### config.mk
export PLATFORM = sky130hd
export DESIGN_NAME = gecko_decode_scoreboard
export DESIGN_NICKNAME = d
export VERILOG_FILES = /design/src/rtl/gecko_decode_scoreboard_pkg.sv /design/src/rtl/gecko_decode_scoreboard_counter.sv /design/src/rtl/gecko_decode_scoreboard.sv
export SDC_FILE = /design/constraint.sdc
export NUM_CORES = 1
export LEC_CHECK = 0
export CORE_UTILIZATION = 35
export DETAILED_ROUTE_END_ITERATION = 8
export HOLD_SLACK_MARGIN = 0.05
export RECOVER_POWER = 100
export SLEW_MARGIN = 20
export SYNTH_ARGS = -nofsm -noshare
export SYNTH_HDL_FRONTEND = slang
export SYNTH_SLANG_ARGS = --single-unit
export TNS_END_PERCENT = 10
### constraint.sdc
create_clock -name clk -period 6.1 [get_ports clk]
set_input_delay 0.915 -clock clk [delete_from_list [all_inputs] [get_ports clk]]
set_output_delay 0.915 -clock clk [all_outputs]
set_load 0.05 [all_outputs]
### src/rtl/gecko_decode_scoreboard_pkg.sv
`default_nettype none
// ============================================================================
// Module      : gecko_decode_scoreboard_pkg
// Description : Shared types and constants for the gecko decode scoreboard.
// Revision    : 1.0 - initial release
// ============================================================================
package gecko_decode_scoreboard_pkg;

    // Architectural integer register count (x0..x31)
    localparam int GECKO_REG_COUNT = 32;

    // Issue sequencing state: normal issue or draining in-flight writes
    typedef enum logic [0:0] {
        GECKO_SCOREBOARD_RUN   = 1'b0,
        GECKO_SCOREBOARD_DRAIN = 1'b1
    } gecko_scoreboard_state_t;

endpackage
`default_nettype wire

### src/rtl/gecko_decode_scoreboard_counter.sv
`default_nettype none
// ============================================================================
// Module      : gecko_scoreboard_counter
// Description : One per-register pending-write counter. Increments on issue,
//               decrements once per retiring writeback port, saturates at
//               zero and flags the cycle in which an underflow was attempted.
// Revision    : 1.0 - initial release
// ============================================================================
module gecko_scoreboard_counter #(
    parameter int COUNTER_WIDTH = 2
) (
    input  logic                     clk,
    input  logic                     rst,
    input  logic                     inc,
    input  logic                     dec_a,
    input  logic                     dec_b,
    output logic [COUNTER_WIDTH-1:0] count,
    output logic                     underflow
);

    logic [COUNTER_WIDTH-1:0]        r_count;
    logic signed [COUNTER_WIDTH+1:0] w_sum;
    logic                            w_unused_msb;

    // Two guard bits hold the full range count+1 .. count-2 without wrap
    always_comb begin
        w_sum = $signed({2'b00, r_count})
              + $signed({{(COUNTER_WIDTH+1){1'b0}}, inc})
              - $signed({{(COUNTER_WIDTH+1){1'b0}}, dec_a})
              - $signed({{(COUNTER_WIDTH+1){1'b0}}, dec_b});
    end

    // Overflow above MAX_PENDING is prevented upstream, so this bit carries no information
    assign w_unused_msb = w_sum[COUNTER_WIDTH];

    assign underflow = w_sum[COUNTER_WIDTH+1];
    assign count     = r_count;

    // Counter register, clamped to zero when a negative result is attempted
    always_ff @(posedge clk or posedge rst) begin
        if (rst) begin
            r_count <= '0;
        end else if (underflow) begin
            r_count <= '0;
        end else begin
            r_count <= w_sum[COUNTER_WIDTH-1:0];
        end
    end

endmodule
`default_nettype wire

### src/rtl/gecko_decode_scoreboard.sv
`default_nettype none
// ============================================================================
// Module      : gecko_decode_scoreboard
// Description : Per-register pending-write scoreboard for gecko decode.
//               Tracks in-flight writes for x1..x31, answers operand
//               readability / destination writeability, gates issue, and
//               provides a drain sequence that blocks issue until every
//               in-flight write has retired.
//               Optional macro GECKO_SCOREBOARD_BYPASS_EN: lookups and
//               issue_ready also see same-cycle writebacks.
// Revision    : 1.0 - initial release
// ============================================================================
module gecko_decode_scoreboard
    import gecko_decode_scoreboard_pkg::*;
#(
    parameter int COUNTER_WIDTH = 2,
    parameter int MAX_PENDING   = 3
) (
    input  logic       clk,
    input  logic       rst,
    input  logic       issue_valid,
    input  logic [4:0] issue_rd,
    output logic       issue_ready,
    input  logic       wb_exec_valid,
    input  logic [4:0] wb_exec_addr,
    input  logic       wb_mem_valid,
    input  logic [4:0] wb_mem_addr,
    input  logic [4:0] rs1_addr,
    input  logic [4:0] rs2_addr,
    input  logic [4:0] rd_addr,
    output logic       rs1_valid,
    output logic       rs2_valid,
    output logic       rd_writeable,
    input  logic       drain_req,
    output logic       drain_busy,
    output logic       drain_done,
    output logic       err_underflow
);

    localparam logic [COUNTER_WIDTH-1:0] c_max_pending = COUNTER_WIDTH'(MAX_PENDING);
    localparam logic [COUNTER_WIDTH-1:0] c_one         = COUNTER_WIDTH'(1);

    gecko_scoreboard_state_t r_state;
    gecko_scoreboard_state_t w_state_next;
    logic                    r_drain_done;
    logic                    r_err_underflow;

    logic [GECKO_REG_COUNT-1:0][COUNTER_WIDTH-1:0] w_count;
    logic [GECKO_REG_COUNT-1:0]                    w_underflow;

    logic                     w_fire;
    logic                     w_all_zero;
    logic                     w_issue_room;
    logic [COUNTER_WIDTH-1:0] w_rs1_cnt;
    logic [COUNTER_WIDTH-1:0] w_rs2_cnt;
    logic [COUNTER_WIDTH-1:0] w_rd_cnt;
    logic [COUNTER_WIDTH-1:0] w_issue_cnt;

    // x0 never holds a pending write
    assign w_count[0]     = '0;
    assign w_underflow[0] = 1'b0;

    assign w_fire = issue_valid && issue_ready;

    // One counter per writable register, each with its own address decode
    generate
        for (genvar g = 1; g < GECKO_REG_COUNT; g++) begin : g_reg
            gecko_scoreboard_counter #(
                .COUNTER_WIDTH (COUNTER_WIDTH)
            ) u_counter (
                .clk       (clk),
                .rst       (rst),
                .inc       (w_fire        && (issue_rd     == 5'(g))),
                .dec_a     (wb_exec_valid && (wb_exec_addr == 5'(g))),
                .dec_b     (wb_mem_valid  && (wb_mem_addr  == 5'(g))),
                .count     (w_count[g]),
                .underflow (w_underflow[g])
            );
        end
    endgenerate

    assign w_rs1_cnt   = w_count[rs1_addr];
    assign w_rs2_cnt   = w_count[rs2_addr];
    assign w_rd_cnt    = w_count[rd_addr];
    assign w_issue_cnt = w_count[issue_rd];
    assign w_all_zero  = ~|w_count;

`ifdef GECKO_SCOREBOARD_BYPASS_EN
    logic w_rs1_hit;
    logic w_rs2_hit;
    logic w_rd_hit;
    logic w_issue_hit;

    assign w_rs1_hit   = (wb_exec_valid && (wb_exec_addr == rs1_addr)) ||
                         (wb_mem_valid  && (wb_mem_addr  == rs1_addr));
    assign w_rs2_hit   = (wb_exec_valid && (wb_exec_addr == rs2_addr)) ||
                         (wb_mem_valid  && (wb_mem_addr  == rs2_addr));
    assign w_rd_hit    = (wb_exec_valid && (wb_exec_addr == rd_addr)) ||
                         (wb_mem_valid  && (wb_mem_addr  == rd_addr));
    assign w_issue_hit = (wb_exec_valid && (wb_exec_addr == issue_rd)) ||
                         (wb_mem_valid  && (wb_mem_addr  == issue_rd));

    // Lookups treat a write retiring this cycle as already gone
    always_comb begin
        rs1_valid    = (w_rs1_cnt == '0) || ((w_rs1_cnt == c_one) && w_rs1_hit);
        rs2_valid    = (w_rs2_cnt == '0) || ((w_rs2_cnt == c_one) && w_rs2_hit);
        rd_writeable = (w_rd_cnt < c_max_pending) ||
                       ((w_rd_cnt == c_max_pending) && w_rd_hit);
        w_issue_room = (w_issue_cnt < c_max_pending) ||
                       ((w_issue_cnt == c_max_pending) && w_issue_hit);
    end
`else
    // Lookups from registered counts only
    always_comb begin
        rs1_valid    = (w_rs1_cnt == '0);
        rs2_valid    = (w_rs2_cnt == '0);
        rd_writeable = (w_rd_cnt < c_max_pending);
        w_issue_room = (w_issue_cnt < c_max_pending);
    end
`endif

    assign issue_ready   = (r_state == GECKO_SCOREBOARD_RUN) && !drain_req && w_issue_room;
    assign drain_busy    = (r_state == GECKO_SCOREBOARD_DRAIN);
    assign drain_done    = r_drain_done;
    assign err_underflow = r_err_underflow;

    // Drain sequencing: enter on request, leave once every counter reads zero
    always_comb begin
        w_state_next = r_state;
        case (r_state)
            GECKO_SCOREBOARD_RUN: begin
                if (drain_req) begin
                    w_state_next = GECKO_SCOREBOARD_DRAIN;
                end
            end
            GECKO_SCOREBOARD_DRAIN: begin
                if (w_all_zero) begin
                    w_state_next = GECKO_SCOREBOARD_RUN;
                end
            end
            default: w_state_next = GECKO_SCOREBOARD_RUN;
        endcase
    end

    // State register, drain completion pulse and sticky underflow flag
    always_ff @(posedge clk or posedge rst) begin
        if (rst) begin
            r_state         <= GECKO_SCOREBOARD_RUN;
            r_drain_done    <= 1'b0;
            r_err_underflow <= 1'b0;
        end else begin
            r_state         <= w_state_next;
            r_drain_done    <= (r_state == GECKO_SCOREBOARD_DRAIN) && w_all_zero;
            r_err_underflow <= r_err_underflow || (|w_underflow);
        end
    end

endmodule
`default_nettype wire

# [Yosys cells after proc, flatten, opt, wreduce, memory -nomap -nowiden]
# Cells that the tools add are included.
[op_classes] addsub=93 n_lt_le_gt_ge=6 n_eq_ne=93 muxes=42 bitwise=1 reduce_logical=104
[op_table] operator="4-bit by 2-bit subtractor with 4-bit output" count=62
[op_table] operator="5-bit == test (second input constant)" count=48
[op_table] operator="5-bit by 4-bit == test with 1-bit output (second input constant)" count=24
[op_table] operator="1-bit logical AND" count=97
[op_table] operator="2-bit by 1-bit adder with 3-bit output" count=31
[op_table] operator="2-bit two-way mux" count=35
[op_table] operator="62-bit OR reduction" count=1
[op_table] operator="5-bit by 3-bit == test with 1-bit output (second input constant)" count=12
[op_table] operator="2-bit binary-select mux with 5-bit select" count=4
[op_table] operator="31-bit OR reduction" count=1
[op_table] operator="5-bit by 2-bit == test with 1-bit output (second input constant)" count=6
[op_table] operator="5-bit by 6-bit < comparator with 1-bit output (second input constant)" count=4
[op_table] operator="5-bit by 1-bit == test with 1-bit output (second input constant)" count=3
[op_table] operator="2-bit logical NOT" count=2
[op_table] operator="2-bit < comparator (second input constant)" count=2
[op_table] operator="1-bit logical NOT" count=2
[op_table] operator="1-bit two-way mux" count=2
[op_table] operator="1-bit one-hot mux with 2 select lines" count=1
[op_table] operator="1-bit logical OR" count=1
[op_table] operator="1-bit inverter" count=1
[word_totals] regBits=65

# [Longest topological paths before layout]
# Gate-level depths: netlist of run 1.
[depth] word_depth=11 depth_mapped=15

# [Hierarchy]
# Synthesis of run 1 repeated with hierarchy kept, for this count alone.
[hier_totals] hier_cells=860 area_unflattened_um2=7541.0
[modules_own_cells] mod="gecko_scoreboard_counter" instances=31 cells_each=16 area_per_inst_um2=162.7
[modules_own_cells] mod="gecko_decode_scoreboard" instances=1 cells_each=364 area_per_inst_um2=2498.6

# [Worst setup path after synthesis of run 1]
# No wires, ideal clock.
[synth_path] path_kind="in2out" startpoint="in issue_rd[0]" endpoint="out issue_ready" t_arrival_ns=2.912 path_slack_ns=2.273 path_stages=8 path_cell_list="buf_6 -> buf_12 -> mux4_2 -> a22o_1 -> nor2_2 -> a21oi_2 -> buf_6 -> o21bai_1"
[synth_via] elab_chain_len=4
[synth_rtl] item="start: declaration" line="gecko_decode_scoreboard.sv:22" rtl="input logic [4:0] issue_rd,"
[synth_rtl] item="2-bit binary-select mux with 5-bit select" line="gecko_decode_scoreboard.sv:85" rtl="assign w_issue_cnt = w_count[issue_rd];"
[synth_rtl] item="2-bit two-way mux (not written as such)" line="gecko_decode_scoreboard.sv:85"
[synth_rtl] item="2-bit < comparator" line="gecko_decode_scoreboard.sv:118" rtl="w_issue_room = (w_issue_cnt < c_max_pending);"
[synth_rtl] item="1-bit logical AND" line="gecko_decode_scoreboard.sv:122" rtl="assign issue_ready = (r_state == GECKO_SCOREBOARD_RUN) && !drain_req && w_issue_room;"
[synth_rtl] item="end: declaration" line="gecko_decode_scoreboard.sv:23" rtl="output logic issue_ready,"
# Every way passes these cells. The select of a mux whose other input is x is not followed.

# [Worst setup path in the final report of run 1]
# Same ends and word-level chain as after synthesis.

==> results of run 1 <==
[worst max-delay path: cells and delay by family]
| family | cells | cell delay (ps) |
|---|---|---|
| buffers and inverters | 3 | 2140 |
| multiplexers | 1 | 220 |
| AO/OA/AOI/OAI | 3 | 1340 |
[cells in the mapped netlist, types with 4 or more instances]
cell and n:
nor2_1 89, mux2i_1 4, a21oi_1 4, nand2b_1 9
or4_1 4, and2_1 5, nand3_1 21, nor3b_1 4
nand2_1 179, buf_2 4, nand4_1 9, nor4_1 12
ha_1 62, inv_1 5, and3_1 15, mux4_1 6
dfrtp_1 65, nor2b_1 37, clkbuf_1 10, mux4_2 26
nor3_1 56, o21ai_0 17, fa_1 31
[sequential cells by signal, summed over array words and instances (netlist names)]
name,count
g.u_counter.count,62
drain_busy,1
drain_done,1
err_underflow,1
[stage by stage]
step | cells | util | hold WS (ps)
final | 976 | 0.413 | 729
after global routing | 976 | 0.413 | 753
after CTS | 976 | 0.413 | 716
after detailed placement | 960 | 0.395 | 702
after global placement | 960 | 0.395 | 704
after floorplan | 709 | - | 569
[layout make-up]
| class | count | area share |
|---|---|---|
| flip-flops and latches | 65 | 0.226 |
| clock inverters | 2 | 0.00488 |
| repair buffers | 45 | 0.0606 |
| clock buffers | 14 | 0.0381 |
| inverters | 5 | 0.00261 |
| multi-input cells | 620 | 0.628 |
| well taps | 225 | 0.0392 |
[routing by layer]
layer  up-vias  track usage  share of wire
met5         -            0              0
met4         0       0.0809          0.024
met3        33       0.0406          0.081
met2       242        0.346           0.43
met1      2664        0.327           0.46
li1       2607            -              -
[worst paths after layout]
path | from | to | slack (ps) | cells after the start
worst max-delay path | issue_rd[0] | issue_ready | 560 | 7
worst min-delay path | g_reg[3].u_counter.count[1]$_DFF_PP0_ | g_reg[3].u_counter.count[1]$_DFF_PP0_ | 730 | 3
worst max register to register | g_reg[18].u_counter.count[0]$_DFF_PP0_ | err_underflow$_DFF_PP0_ | 2310 | 11
worst min register to register | g_reg[3].u_counter.count[1]$_DFF_PP0_ | g_reg[3].u_counter.count[1]$_DFF_PP0_ | 730 | 3
max in group asynchronous | rst | g_reg[1].u_counter.count[1]$_DFF_PP0_ | 1420 | 3
min in group asynchronous | rst | g_reg[16].u_counter.count[1]$_DFF_PP0_ | 2490 | 3
[power breakdown]
part	total, mW	switching [mW]	internal [mW]
sequential	0.716	0.182	0.534
clock	0.555	0.206	0.350
combinational	0.664	0.336	0.328
total	1.94	0.724	1.21
[kinds of logic (layout without fill, tap and decap cells)]
logic type | count (synthesis) | in the layout | synth area share
muxes | 36 | 36 | 0.125
and+or+nand+nor | 448 | 448 | 0.327
adders and majority gates | 93 | 93 | 0.223
AOI/OAI and AO/OA | 43 | 43 | 0.0455
buffers and inverters | 24 | 66 | 0.0209
DFF | 65 | 65 | 0.259
==> impl_metrics.csv, run 1 <==
group,metric,value,unit
global_routing,grt_first_pass_wirelength,30700,um
clock_tree,hold_buffers,0,
drt,num_vias,5546,
global_routing,grt_pass1_vias,5327,
floorplanning,start_util,0.360,
timing,setup_ws,563,ps
synth,synthArstFlopShare,1.00,
layout,final_area,7180,um2
setup_path,path_max_fanout,17,
timing,final_max_slew_viol_count,66,
floorplanning,fp.dieW,136,um
drt,remaining_drc_errors,0,
setup_path,cpMaxStageDelayCell,"dlygate4sd3_1",
synth,synthTopCellsByArea,"dfrtp_1 26%, ha_1 12%, nand2_1 11%",
timing,slew_headroom,-1.56,
drt,wl_per_cell,20.2,um
clock_tree,clk_latency,350,ps
clock_tree,cts_max_path_buffers,2,
layout,synthToLayoutAreaGrowth,14.5,%
setup_path,worstPathArrival,4620,ps
timing,finalHoldViolCount,0,
layout,n_antenna_cell,0,
timing,final.setup.tns,0,ps
setup_path,path_class,"in2out",
clock_tree,cts_buffers,9,
layout,final_common_cell,"nand2_1",
clock_tree,post_cts_buffers,0,
setup_path,slowest_delay,1100,ps
timing,fin_crit,5540,ps
placed_design,dpl.hpwl,15900,um
drt,via_per_inst,5.68,
layout,layout.nets,875,
clock_tree,cts_sinks,65,
power,leakage,3.24,nW
clock_tree,htreeDepth,3,
global_routing,antenna_found_initial,0,
synth,synth.avg_cell_area,8.85,um2
setup_path,crit_required,5180,ps
job,max-cap-violations,1,
synth,ys_seq_area_frac,0.259,
status,status,"finished, violations left",
floorplanning,core,17400,um2
global_routing,grt_remaining_overflow,0,
global_routing,grtUsageTotal,0.229,
clock_tree,clk_pin_slew,60,ps
layout,seq_area,1630,um2
clock_tree,clockRootBuffer,"clkbuf_16",
drt,ant_nets,0,
setup_path,crit_chain,"dlygate4sd3_1 > buf_4 > mux4_2 > a22oi_1 > a21oi_1 > o21bai_1 > clkdlybuf4s50_1",
synth,synth_cell_types,46,
setup_path,cp-end-kind,"primary output",
synth,synth_fp_nets,838,
floorplanning,io_pins,43,
floorplanning,num_rows,48,
power,power,1.94,mW
synth,ys_seq_elements,65,
drt,drt-total-wl,19700,um
placed_design,placed_area,6890,um2
layout,drive_above_1_share,0.0586,
placed_design,dp_worst_setup_slack,854,ps
floorplanning,die_h,136,um
layout,multiInputGateArea,4510,um2
setup_path,start_kind,"input pin",
timing,rsz0062_at_grt,"false",
timing,fin_skew,4.61,ps
global_routing,grt_max_degree,66,
timing,fmax,0.181,GHz
floorplanning,die_area,18500,um2
synth,yosys.area.top_type,"dfrtp_1",
timing,period_share,0.908,
placed_design,gp_congestion,0.908,
clock_tree,cts_tree,"built",
status,violations,"capacitance limit, slew limit",
clock_tree,postCtsResizedCells,0,
drt,drt_iter0_drc,490,
min_path,hold_class,"reg2reg",
synth,synth_area,6270,um2
synth,yosysWarnings,0,
power,powerDensity,269,nW/um2
synth,yosysTopAreaCellShare,0.259,
layout,layout_common_cells,"179 x nand2_1, 89 x nor2_1, 65 x dfrtp_1",
timing,worst_pin_slew,3830,ps
synth,synth_edf_count,0,
placed_design,io_buffer_count,42,
drt,dr.pass1.iters,7,
synth,ys.flop_type,"dfrtp_1",
synth,synth_cells,709,
timing,setup_viol,0,
layout,fill_cells,1772,
power,ir_drop,141,uV
No activity file was read; power rests on OpenSTA's default activity.
==> inputs of run 2 (changes only) <==
--- a/config.mk
+++ b/config.mk
@@ -9,7 +9,6 @@
 export DETAILED_ROUTE_END_ITERATION = 8
 export HOLD_SLACK_MARGIN = 0.05
 export RECOVER_POWER = 100
-export SLEW_MARGIN = 20
 export SYNTH_ARGS = -nofsm -noshare
 export SYNTH_HDL_FRONTEND = slang
 export SYNTH_SLANG_ARGS = --single-unit
==> results of run 2 <==
The final DEF is identical to that of run 1; final timing and power are the same.
==> inputs of run 3 (changes only) <==
--- a/config.mk
+++ b/config.mk
@@ -5,6 +5,8 @@
 export SDC_FILE = /design/constraint.sdc
 export NUM_CORES = 1
 export LEC_CHECK = 0
+export ABC_CLOCK_PERIOD_IN_PS = 5800
+export CAP_MARGIN = 40
 export CORE_UTILIZATION = 35
 export DETAILED_ROUTE_END_ITERATION = 8
 export HOLD_SLACK_MARGIN = 0.05
==> constraint.sdc (replaced) <==
create_clock -name clk -period 5.8 [get_ports clk]
set_input_delay 0.87 -clock clk [delete_from_list [all_inputs] [get_ports clk]]
set_output_delay 0.87 -clock clk [all_outputs]
set_load 0.05 [all_outputs]
==> impl_metrics.csv, run 3 (synthesis results as in run 1) <==
group,metric,value,unit
status,status,"finished, violations left",
status,violations,"capacitance limit, slew limit",
global_routing,grt_pass1_vias,5294,
floorplanning,io_pins,43,
clock_tree,htreeDepth,3,
layout,layout_common_cells,"179 x nand2_1, 89 x nor2_1, 65 x dfrtp_1",
setup_path,r2r-start,"g_reg[21].u_counter.count[0]$_DFF_PP0_",
layout,fill_cells,1758,
layout,drive_above_1_share,0.0637,
clock_tree,clockRootBuffer,"clkbuf_16",
timing,fin_skew,10.7,ps
drt,drt_iter0_drc,616,
drt,wl_per_cell,20.3,um
timing,slew_headroom,-0.784,
clock_tree,cts_max_path_buffers,2,
layout,seq_area,1630,um2
clock_tree,post_cts_buffers,0,
timing,final.setup.tns,0,ps
timing,period_share,0.881,
setup_path,crit_start,"issue_rd[1]",
floorplanning,core,17400,um2
setup_path,cp_common_cell,"dlygate4sd3_1",
min_path,hold_class,"reg2reg",
placed_design,dpl.hpwl,16100,um
power,ir_drop,170,uV
power,leakage,3.26,nW
clock_tree,clk_pin_slew,60,ps
placed_design,io_buffer_count,42,
setup_path,start_kind,"input pin",
timing,setup_viol,0,
global_routing,grtUsageTotal,0.232,
drt,remaining_drc_errors,0,
clock_tree,cts_tree,"built",
timing,finalHoldViolCount,0,
clock_tree,cts_sinks,65,
setup_path,crit_required,4930,ps
min_path,hp-start,"g_reg[14].u_counter.count[0]$_DFF_PP0_",
setup_path,worstPathArrival,4240,ps
setup_path,path_max_fanout,22,
floorplanning,die_h,136,um
setup_path,rrSetupSlack,2280,ps
clock_tree,postCtsResizedCells,0,
clock_tree,hold_buffers,0,
layout,multiInputGateArea,4520,um2
drt,num_vias,5556,
floorplanning,start_util,0.360,
layout,largest_reg_flops,62,
clock_tree,clk_latency,350,ps
drt,ant_nets,0,
clock_tree,cts_buffers,9,
floorplanning,num_rows,48,
timing,worst_pin_slew,2680,ps
global_routing,grt_remaining_overflow,0,
drt,drt-total-wl,19900,um
setup_path,cp-end-kind,"primary output",
floorplanning,fp.dieW,136,um
timing,fin_crit,5110,ps
drt,via_per_inst,5.68,
power,powerDensity,280,nW/um2
layout,final_common_cell,"nand2_1",
power,power,2.02,mW
setup_path,slowest_delay,1080,ps
setup_path,cpMaxStageDelayCell,"dlygate4sd3_1",
placed_design,gp_congestion,0.929,
global_routing,grt_first_pass_wirelength,31200,um
setup_path,path_class,"in2out",
floorplanning,die_area,18500,um2
global_routing,antenna_found_initial,0,
global_routing,grt_max_degree,45,
drt,dr.pass1.iters,5,
timing,rsz0062_at_grt,"false",
setup_path,crit_chain,"dlygate4sd3_1 > mux4_1 > o22ai_1 > nor3b_1 > a2111oi_0 > o21bai_1 > dlygate4sd3_1",
timing,final_max_slew_viol_count,45,
layout,n_antenna_cell,0,
layout,layout.nets,878,
timing,fmax,0.196,GHz
layout,synthToLayoutAreaGrowth,14.8,%
job,max-cap-violations,1,
run 3: path summary, 6_finish.rpt:
check                                                               to  cells past startpoint
worst max-delay path                                       issue_ready                      7
worst min-delay path                              drain_done$_DFF_PP0_                      3
worst max register to register                 err_underflow$_DFF_PP0_                     11
worst min register to register                    drain_done$_DFF_PP0_                      3
max in group asynchronous        g_reg[9].u_counter.count[0]$_DFF_PP0_                      3
min in group asynchronous       g_reg[20].u_counter.count[0]$_DFF_PP0_                      2
run 3: cell type report:
cell class	instances	area share
clock buffer	13	0.0347
clock inverter	3	0.00556
inverter	5	0.00261
multi-input combinational	620	0.627
sequential	65	0.226
tap	225	0.0391
timing repair buffer	48	0.0651
run 3: power breakdown:
group,switching [mW],internal [mW]
combinational,0.355,0.342
clock,0.220,0.344
sequential,0.195,0.561
run 3: worst max-delay path, delay by kind of cell:
kind | cells | cell delay [ps]
compound gates | 3 | 890
buf+inv | 2 | 2000
simple gates | 1 | 80
mux | 1 | 400
run 3: per-stage QoR:
stage / util / setup WS (ps) / hold slack, ps / cell area (um2) / std cells
after floorplan: - / 2060 / 569 / 6270 / 709
after global placement: 0.395 / 829 / 697 / 6890 / 960
after detailed placement: 0.397 / 833 / 686 / 6920 / 963
after CTS: 0.414 / 829 / 700 / 7210 / 979
after global routing: 0.414 / 554 / 763 / 7200 / 979
final: 0.414 / 689 / 712 / 7200 / 979
run 3: metal layers:
metal | vias up | track usage | routed length, um
met5 | - | 0 | 0
met4 | 0 | 0.0821 | 447
met3 | 28 | 0.0362 | 1540
met2 | 249 | 0.340 | 8550
met1 | 2670 | 0.342 | 9380
li1 | 2609 | - | -
